==> src/rtl/hilo_div_unit_pkg.sv <==
`default_nettype none
// ============================================================================
// Module      : hilo_div_unit_pkg
// Description : Shared CPU definitions for the HILO register and the
//               iterative divider: HILO write-mode encodings, divider state
//               encodings, iteration count and a two's-complement helper.
// Revision    : 1.0  initial release
// ============================================================================
package hilo_div_unit_pkg;

    // WB-stage HILO write modes
    localparam logic [1:0] C_HILO_NONE = 2'b00;
    localparam logic [1:0] C_HILO_LO   = 2'b01;
    localparam logic [1:0] C_HILO_HI   = 2'b10;
    localparam logic [1:0] C_HILO_BOTH = 2'b11;

    // Divider state encodings
    localparam logic [1:0] C_DIV_IDLE = 2'd0;
    localparam logic [1:0] C_DIV_CALC = 2'd1;
    localparam logic [1:0] C_DIV_FIX  = 2'd2;
    localparam logic [1:0] C_DIV_DONE = 2'd3;

    // One quotient bit per CALC cycle
    localparam int unsigned C_DIV_ITERS     = 32;
    localparam logic [4:0]  C_DIV_LAST_ITER = 5'(C_DIV_ITERS - 1);

    typedef enum logic [1:0] {
        S_IDLE = C_DIV_IDLE,
        S_CALC = C_DIV_CALC,
        S_FIX  = C_DIV_FIX,
        S_DONE = C_DIV_DONE
    } div_state_e;

    function automatic logic [31:0] neg32(input logic [31:0] v);
        return ~v + 32'd1;
    endfunction

endpackage
`default_nettype wire

==> src/rtl/hilo_div_unit_div_iter.sv <==
`default_nettype none
// ============================================================================
// Module      : div_iter
// Description : 32-bit iterative restoring divider (DIV/DIVU).
//               IDLE -> CALC (32 cycles) -> FIX -> DONE -> IDLE.
//               A start accepted in cycle T gives o_done in cycle T+34.
// Ports       : clk, resetn      clock / async active-low reset
//               i_start          request, sampled only in IDLE
//               i_signed         1 = DIV, 0 = DIVU (captured with start)
//               i_a, i_b         dividend / divisor (captured with start)
//               i_cancel         flush, forces IDLE at next edge
//               o_busy           high in CALC and FIX
//               o_done           one-cycle result-valid pulse
//               o_quot, o_rem    result, held until overwritten by FIX
// Revision    : 1.0  initial release
// ============================================================================
module div_iter
    import hilo_div_unit_pkg::*;
(
    input  logic        clk,
    input  logic        resetn,
    input  logic        i_start,
    input  logic        i_signed,
    input  logic [31:0] i_a,
    input  logic [31:0] i_b,
    input  logic        i_cancel,
    output logic        o_busy,
    output logic        o_done,
    output logic [31:0] o_quot,
    output logic [31:0] o_rem
);

    div_state_e  r_state;
    div_state_e  w_state_next;
    logic        w_busy;
    logic        w_done;

    logic [4:0]  r_iter;
    logic [31:0] r_quo;      // dividend magnitude shifting out, quotient in
    logic [31:0] r_prem;     // partial remainder (low 32 bits)
    logic [31:0] r_b_mag;
    logic        r_neg_q;
    logic        r_neg_r;
    logic        r_b_zero;
    logic [31:0] r_quot_out;
    logic [31:0] r_rem_out;

    logic        w_accept;
    logic [31:0] w_a_mag;
    logic [31:0] w_b_mag;
    logic [32:0] w_part;
    logic        w_ge;
    logic [31:0] w_diff;
    logic [31:0] w_q_fix;
    logic [31:0] w_r_fix;

    assign w_accept = (r_state == S_IDLE) & i_start & ~i_cancel;
    assign w_a_mag  = (i_signed & i_a[31]) ? neg32(i_a) : i_a;
    assign w_b_mag  = (i_signed & i_b[31]) ? neg32(i_b) : i_b;

    // 33-bit partial remainder: previous remainder shifted left with the
    // next dividend bit. Whenever it is >= the divisor the true difference
    // is below 2^32, so a 32-bit subtract of the low bits is exact.
    assign w_part = {r_prem, r_quo[31]};
    assign w_ge   = (w_part >= {1'b0, r_b_mag});
    assign w_diff = w_part[31:0] - r_b_mag;

    // Division by zero bypasses the sign fix of the quotient; the remainder
    // path naturally yields |a| restored to the sign of a, i.e. a itself.
    assign w_q_fix = r_b_zero ? 32'hFFFF_FFFF : (r_neg_q ? neg32(r_quo) : r_quo);
    assign w_r_fix = r_neg_r ? neg32(r_prem) : r_prem;

    // ------------------------------------------------------------------
    // State register
    // ------------------------------------------------------------------
    always_ff @(posedge clk or negedge resetn) begin
        if (!resetn) begin
            r_state <= S_IDLE;
        end else begin
            r_state <= w_state_next;
        end
    end

    // ------------------------------------------------------------------
    // Next state and outputs
    // ------------------------------------------------------------------
    always_comb begin
        w_state_next = r_state;
        w_busy       = 1'b0;
        w_done       = 1'b0;
        case (r_state)
            S_IDLE: begin
                if (w_accept) begin
                    w_state_next = S_CALC;
                end
            end
            S_CALC: begin
                w_busy = 1'b1;
                if (r_iter == C_DIV_LAST_ITER) begin
                    w_state_next = S_FIX;
                end
            end
            S_FIX: begin
                w_busy       = 1'b1;
                w_state_next = S_DONE;
            end
            S_DONE: begin
                // A flush in the DONE cycle kills the completion pulse
                w_done       = ~i_cancel;
                w_state_next = S_IDLE;
            end
            default: begin
                w_state_next = S_IDLE;
            end
        endcase
        if (i_cancel) begin
            w_state_next = S_IDLE;
        end
    end

    // ------------------------------------------------------------------
    // Datapath
    // ------------------------------------------------------------------
    always_ff @(posedge clk or negedge resetn) begin
        if (!resetn) begin
            r_iter     <= 5'd0;
            r_quo      <= 32'd0;
            r_prem     <= 32'd0;
            r_b_mag    <= 32'd0;
            r_neg_q    <= 1'b0;
            r_neg_r    <= 1'b0;
            r_b_zero   <= 1'b0;
            r_quot_out <= 32'd0;
            r_rem_out  <= 32'd0;
        end else if (i_cancel) begin
            r_iter <= 5'd0;
        end else begin
            case (r_state)
                S_IDLE: begin
                    if (i_start) begin
                        r_iter   <= 5'd0;
                        r_quo    <= w_a_mag;
                        r_prem   <= 32'd0;
                        r_b_mag  <= w_b_mag;
                        r_neg_q  <= i_signed & (i_a[31] ^ i_b[31]);
                        r_neg_r  <= i_signed & i_a[31];
                        r_b_zero <= (i_b == 32'd0);
                    end
                end
                S_CALC: begin
                    r_prem <= w_ge ? w_diff : w_part[31:0];
                    r_quo  <= {r_quo[30:0], w_ge};
                    r_iter <= r_iter + 5'd1;
                end
                S_FIX: begin
                    r_quot_out <= w_q_fix;
                    r_rem_out  <= w_r_fix;
                end
                default: begin
                end
            endcase
        end
    end

    assign o_busy = w_busy;
    assign o_done = w_done;
    assign o_quot = r_quot_out;
    assign o_rem  = r_rem_out;

endmodule
`default_nettype wire

==> src/rtl/hilo_div_unit.sv <==
`default_nettype none
// ============================================================================
// Module      : hilo_div_unit
// Description : HI/LO register pair with WB-stage write port, plus the
//               iterative DIV/DIVU unit. The divider only reports its result;
//               HI/LO are written exclusively through hilo_mode_wb.
// Ports       : clk, resetn            clock / async active-low reset
//               hilo_mode_wb           00 none, 01 LO, 10 HI, 11 both
//               rdata1_wb              MTHI/MTLO source
//               alu_r1_wb, alu_r2_wb   LO / HI results of MULT/DIV
//               div_start, div_signed, div_a, div_b, div_cancel
//               div_busy, div_done, div_quot, div_rem
//               hilo                   registered {HI,LO}
// Revision    : 1.0  initial release
// ============================================================================
module hilo_div_unit
    import hilo_div_unit_pkg::*;
(
    input  logic        clk,
    input  logic        resetn,
    input  logic [1:0]  hilo_mode_wb,
    input  logic [31:0] rdata1_wb,
    input  logic [31:0] alu_r1_wb,
    input  logic [31:0] alu_r2_wb,
    input  logic        div_start,
    input  logic        div_signed,
    input  logic [31:0] div_a,
    input  logic [31:0] div_b,
    input  logic        div_cancel,
    output logic        div_busy,
    output logic        div_done,
    output logic [31:0] div_quot,
    output logic [31:0] div_rem,
    output logic [63:0] hilo
);

    logic [31:0] r_hi;
    logic [31:0] r_lo;

    always_ff @(posedge clk or negedge resetn) begin
        if (!resetn) begin
            r_hi <= 32'd0;
            r_lo <= 32'd0;
        end else begin
            case (hilo_mode_wb)
                C_HILO_LO: r_lo <= rdata1_wb;
                C_HILO_HI: r_hi <= rdata1_wb;
                C_HILO_BOTH: begin
                    r_hi <= alu_r2_wb;
                    r_lo <= alu_r1_wb;
                end
                default: begin
                end
            endcase
        end
    end

    assign hilo = {r_hi, r_lo};

    div_iter u_div_iter (
        .clk      (clk),
        .resetn   (resetn),
        .i_start  (div_start),
        .i_signed (div_signed),
        .i_a      (div_a),
        .i_b      (div_b),
        .i_cancel (div_cancel),
        .o_busy   (div_busy),
        .o_done   (div_done),
        .o_quot   (div_quot),
        .o_rem    (div_rem)
    );

endmodule
`default_nettype wire
==> config.mk <==
export PLATFORM = sky130hd
export DESIGN_NAME = hilo_div_unit
export DESIGN_NICKNAME = d
export VERILOG_FILES = /design/src/rtl/hilo_div_unit_pkg.sv /design/src/rtl/hilo_div_unit_div_iter.sv /design/src/rtl/hilo_div_unit.sv
export SDC_FILE = /design/constraint.sdc
export NUM_CORES = 1
export LEC_CHECK = 0
export CAP_MARGIN = 15
export CORE_UTILIZATION = 40
export CTS_BUF_LIST = sky130_fd_sc_hd__clkbuf_16
export CTS_CLUSTER_SIZE = 16
export DETAILED_ROUTE_END_ITERATION = 10
export DONT_BUFFER_PORTS = 1
export HOLD_SLACK_MARGIN = 0.02
export PLACE_DENSITY = 0.61
export SYNTH_ARGS = -nofsm -noshare
export SYNTH_HDL_FRONTEND = slang
export SYNTH_HIERARCHICAL = 1
export SYNTH_SLANG_ARGS = --single-unit
==> constraint.sdc <==
create_clock -name clk -period 3.8 [get_ports clk]
set_clock_uncertainty 0.05 [all_clocks]
set_input_delay 1.14 -clock clk [delete_from_list [all_inputs] [get_ports clk]]
set_output_delay 1.14 -clock clk [all_outputs]
set_load 0.005 [all_outputs]
==> flow_metrics.tcl <==
set metrics [dict create \
    p_per_area_nw_per_um2 751 \
    p_comb_share_pct 40.4 \
    reg2reg_to "u_div_iter/o_quot[31]$_DFFE_PN0P_" \
    dieHeight_um 191 \
    pwr-share-seq_pct 36.1 \
    avgRoutedWirePerCell_um 19.9 \
    root_buffer "clkbuf_16" \
    async_flop_share_pct 100 \
    vias 11300 \
    die_w_um 191 \
    slowest_delay_ns 0.55 \
    grt_pass1_vias 10700 \
    internal-power_mw 6.78 \
    start_util_pct 40.9 \
    arrival_ns 3.60 \
    htree_levels 1 \
    postRouteAntennaNets 0 \
    hold_class "in2async" \
    grt_pass1_wl_um 62000 \
    r2r.worst_path.cells 9 \
    critPathSlowestCell "or4_1" \
    via_per_inst 5.53 \
    setup.worst_path.start "u_div_iter/r_quo[14]$_DFFE_PN0P_" \
    dp_hpwl_um 30900 \
    power.share.clock_pct 23.4 \
    yosysSeqAreaShare_pct 41.2 \
    ir_drop_mv 0.366 \
    cts_tree "done" \
    area_growth_pct 8.24 \
    cts_buffer_depth 3 \
    design.core.area_um2 34800 \
    p_total_mw 11.6 \
    layout.nets 1782 \
    cp_common_cell "a21oi_1" \
    drt-pass1-iter-count 5 \
    syn-instance-count 1608 \
    num_antenna_cells 0 \
    r2r_slack_ns 0.57 \
    yosysTopAreaCellShare_pct 41.2 \
    ys_seq_elements 234 \
    fin_crit_sh_pct 84.9 \
    worst_pin_slew_ns 1.06 \
    finalCriticalPeriod_ns 3.23 \
    rsz0062_at_grt "false" \
    synthDistinctLibCells 64 \
    synth_nets 1818 \
    synth_ff_type "dfrtp_1" \
    gr-total-overflow 0 \
    path_max_fanout 6 \
    critPathKind "reg2reg" \
    clock_sinks 234 \
    finalSetupViolCount 0 \
    synth.cell_area_um2 14200 \
    p_sw_share_pct 41.3 \
    power.leakage_nw 6.76 \
    cts_setup_buffers 0 \
    final_cell_mix "234 x dfrtp_1, 184 x nand2_1, 166 x a21oi_1, 158 x nor2_1, 157 x o21ai_0" \
    clkLatencyLatePin_ns 0.56 \
    clkTransAtPathRegs_ns 0.06 \
    slew_viol_final 0 \
    fmax_mhz 310 \
    crit_chain "or4_1 > or3_1 > or3_1 > a21oi_1 > o21ai_1 > a21oi_1 > o21ai_0 > xnor2_1 > a21oi_1" \
    cp-end-kind "flop" \
    cts_buffers 28 \
    required_ns 4.17 \
    dieArea_um2 36300 \
    numPortBuffers 0 \
    synth_edf_count 0 \
    pin_count 297 \
    timing.rr.start "u_div_iter/r_quo[14]$_DFFE_PN0P_" \
    drc 0 \
    tns_ns 0 \
    post-synth-top-area-cell "dfrtp_1" \
    grt_max_degree 235 \
    track_usage_pct 21.8 \
    synth.avg_cell_area_um2 8.85 \
    antenna_found_initial 1 \
    switchingPower_mw 4.77 \
    drt-total-wl_um 40800 \
    cts_resized 0 \
    hold_viol_final 0 \
    start_kind "flop" \
    maxCapViolCount 0 \
    final_layout_size_suffix_gt1_share_pct 6.28 \
    synthTopCellsByArea "dfrtp_1 41%, mux2i_1 6.9%, a21oi_1 5.8%, o21ai_0 5.5%, xor2_1 5.4%" \
    cts_hold_buf 0 \
    globalplace.congestion 0.897 \
    run_status "completed" \
    yosys_warnings 6 \
    drtIter0Drc 688 \
    final_common_cell "dfrtp_1" \
    slew_headroom_pct 29.5 \
    core.rowCount 68 \
]
[critical path: cells and delay by family (launching register included)]
kind / cells / cell delay (ns)
AO/OA/AOI/OAI: 5 / 1.05
AND/OR/NAND/NOR: 3 / 1.22
XOR/XNOR: 1 / 0.32
flip-flops: 1 / 0.45
[per-layer routing]
layer / routed length [µm] / global-route usage (%) / vias up / part of all wire (%)
met5: 0 / 0 / - / 0
met4: 665 / 5.26 / 0 / 1.6
met3: 3680 / 5.98 / 40 / 9.0
met2: 18300 / 34.3 / 396 / 45
met1: 18200 / 29.6 / 5328 / 45
li1: - / - / 5560 / -
[through the flow]
stage | cell area [µm²] | cells | hold WS (ns) | worst slack [ns] | util [%]
after floorplan | 14200 | 1608 | 0.400 | 0.631 | -
after global placement | 14500 | 1997 | 0.413 | 0.415 | 41.6
after detailed placement | 14500 | 1997 | 0.422 | 0.397 | 41.6
after CTS | 15400 | 2048 | 0.203 | 0.578 | 44.2
after global routing | 15400 | 2048 | 0.195 | 0.313 | 44.2
final | 15400 | 2048 | 0.230 | 0.572 | 44.2
[how the worst max path moves through the flow]
stage | end | cells after the start | slack (ns)
floorplan | u_div_iter/r_b_mag[26]$_DFFE_PN0P_ | 8 | 0.63
global placement | u_div_iter/r_b_mag[26]$_DFFE_PN0P_ | 8 | 0.41
detailed placement | u_div_iter/r_quo[25]$_DFFE_PN0P_ | 9 | 0.40
CTS | u_div_iter/o_quot[31]$_DFFE_PN0P_ | 9 | 0.58
global route | u_div_iter/r_prem[6]$_DFFE_PN0P_ | 11 | 0.31
finish | u_div_iter/o_quot[31]$_DFFE_PN0P_ | 9 | 0.57
[cell usage after synthesis, types with 6 or more instances]
cell,instances
buf_12,6
o21ai_0,157
o31ai_1,20
a21o_1,24
nor2b_1,7
buf_1,6
dfrtp_1,234
nand4_1,6
and3_1,9
o21ai_1,15
nor2_2,9
ha_1,42
or3_1,19
nand2b_1,9
o41ai_1,17
a21oi_1,166
clkbuf_1,58
nor3_1,22
a21oi_2,16
or4_1,13
mux2i_1,98
nor4_1,12
buf_6,7
xor2_1,87
inv_1,53
a31oi_1,9
buf_2,11
nand3_1,14
xnor2_1,58
nor2_1,159
nand2_1,184
[final cells by class]
class | count | area (µm²)
fill | 3409 | 19400
inverter | 54 | 203
tap | 455 | 569
sequential | 234 | 5860
clock buffer | 29 | 726
clock inverter | 22 | 199
timing repair buffer | 23 | 173
multi-input combinational | 1231 | 7670
[power groups by stage]
stage | Clock [mW] | Combinational, mW | Sequential (mW)
6_report | 2.71 | 4.67 | 4.17
5_1_grt | 2.90 | 5.26 | 4.30
4_1_cts | 2.78 | 4.66 | 4.19
3_5_place_dp | 0 | 4.64 | 4.23
3_3_place_gp | 0 | 4.56 | 4.20
2_1_floorplan | 0 | 3.76 | 3.81
[cell families after synthesis]
kind of cell	Yosys count	share of synthesized area, %
and+or+nand+nor	480	15.0
AOI/OAI and AO/OA	464	19.1
DFF	234	41.2
xor gates and xnor gates	145	8.93
buffers and inverters	143	5.01
muxes	99	6.98
adders and majority gates	43	3.84
[state kept, by name, indices dropped and copies added, names as in the netlist]
name                 flops
r_hi                    32
r_lo                    32
u_div_iter/o_quot       32
u_div_iter/o_rem        32
u_div_iter/r_b_mag      32
u_div_iter/r_b_zero      1
u_div_iter/r_iter        5
u_div_iter/r_neg_q       1
u_div_iter/r_neg_r       1
u_div_iter/r_prem       32
u_div_iter/r_quo        32
u_div_iter/r_state       2
Power figures use the tool's default switching activity.
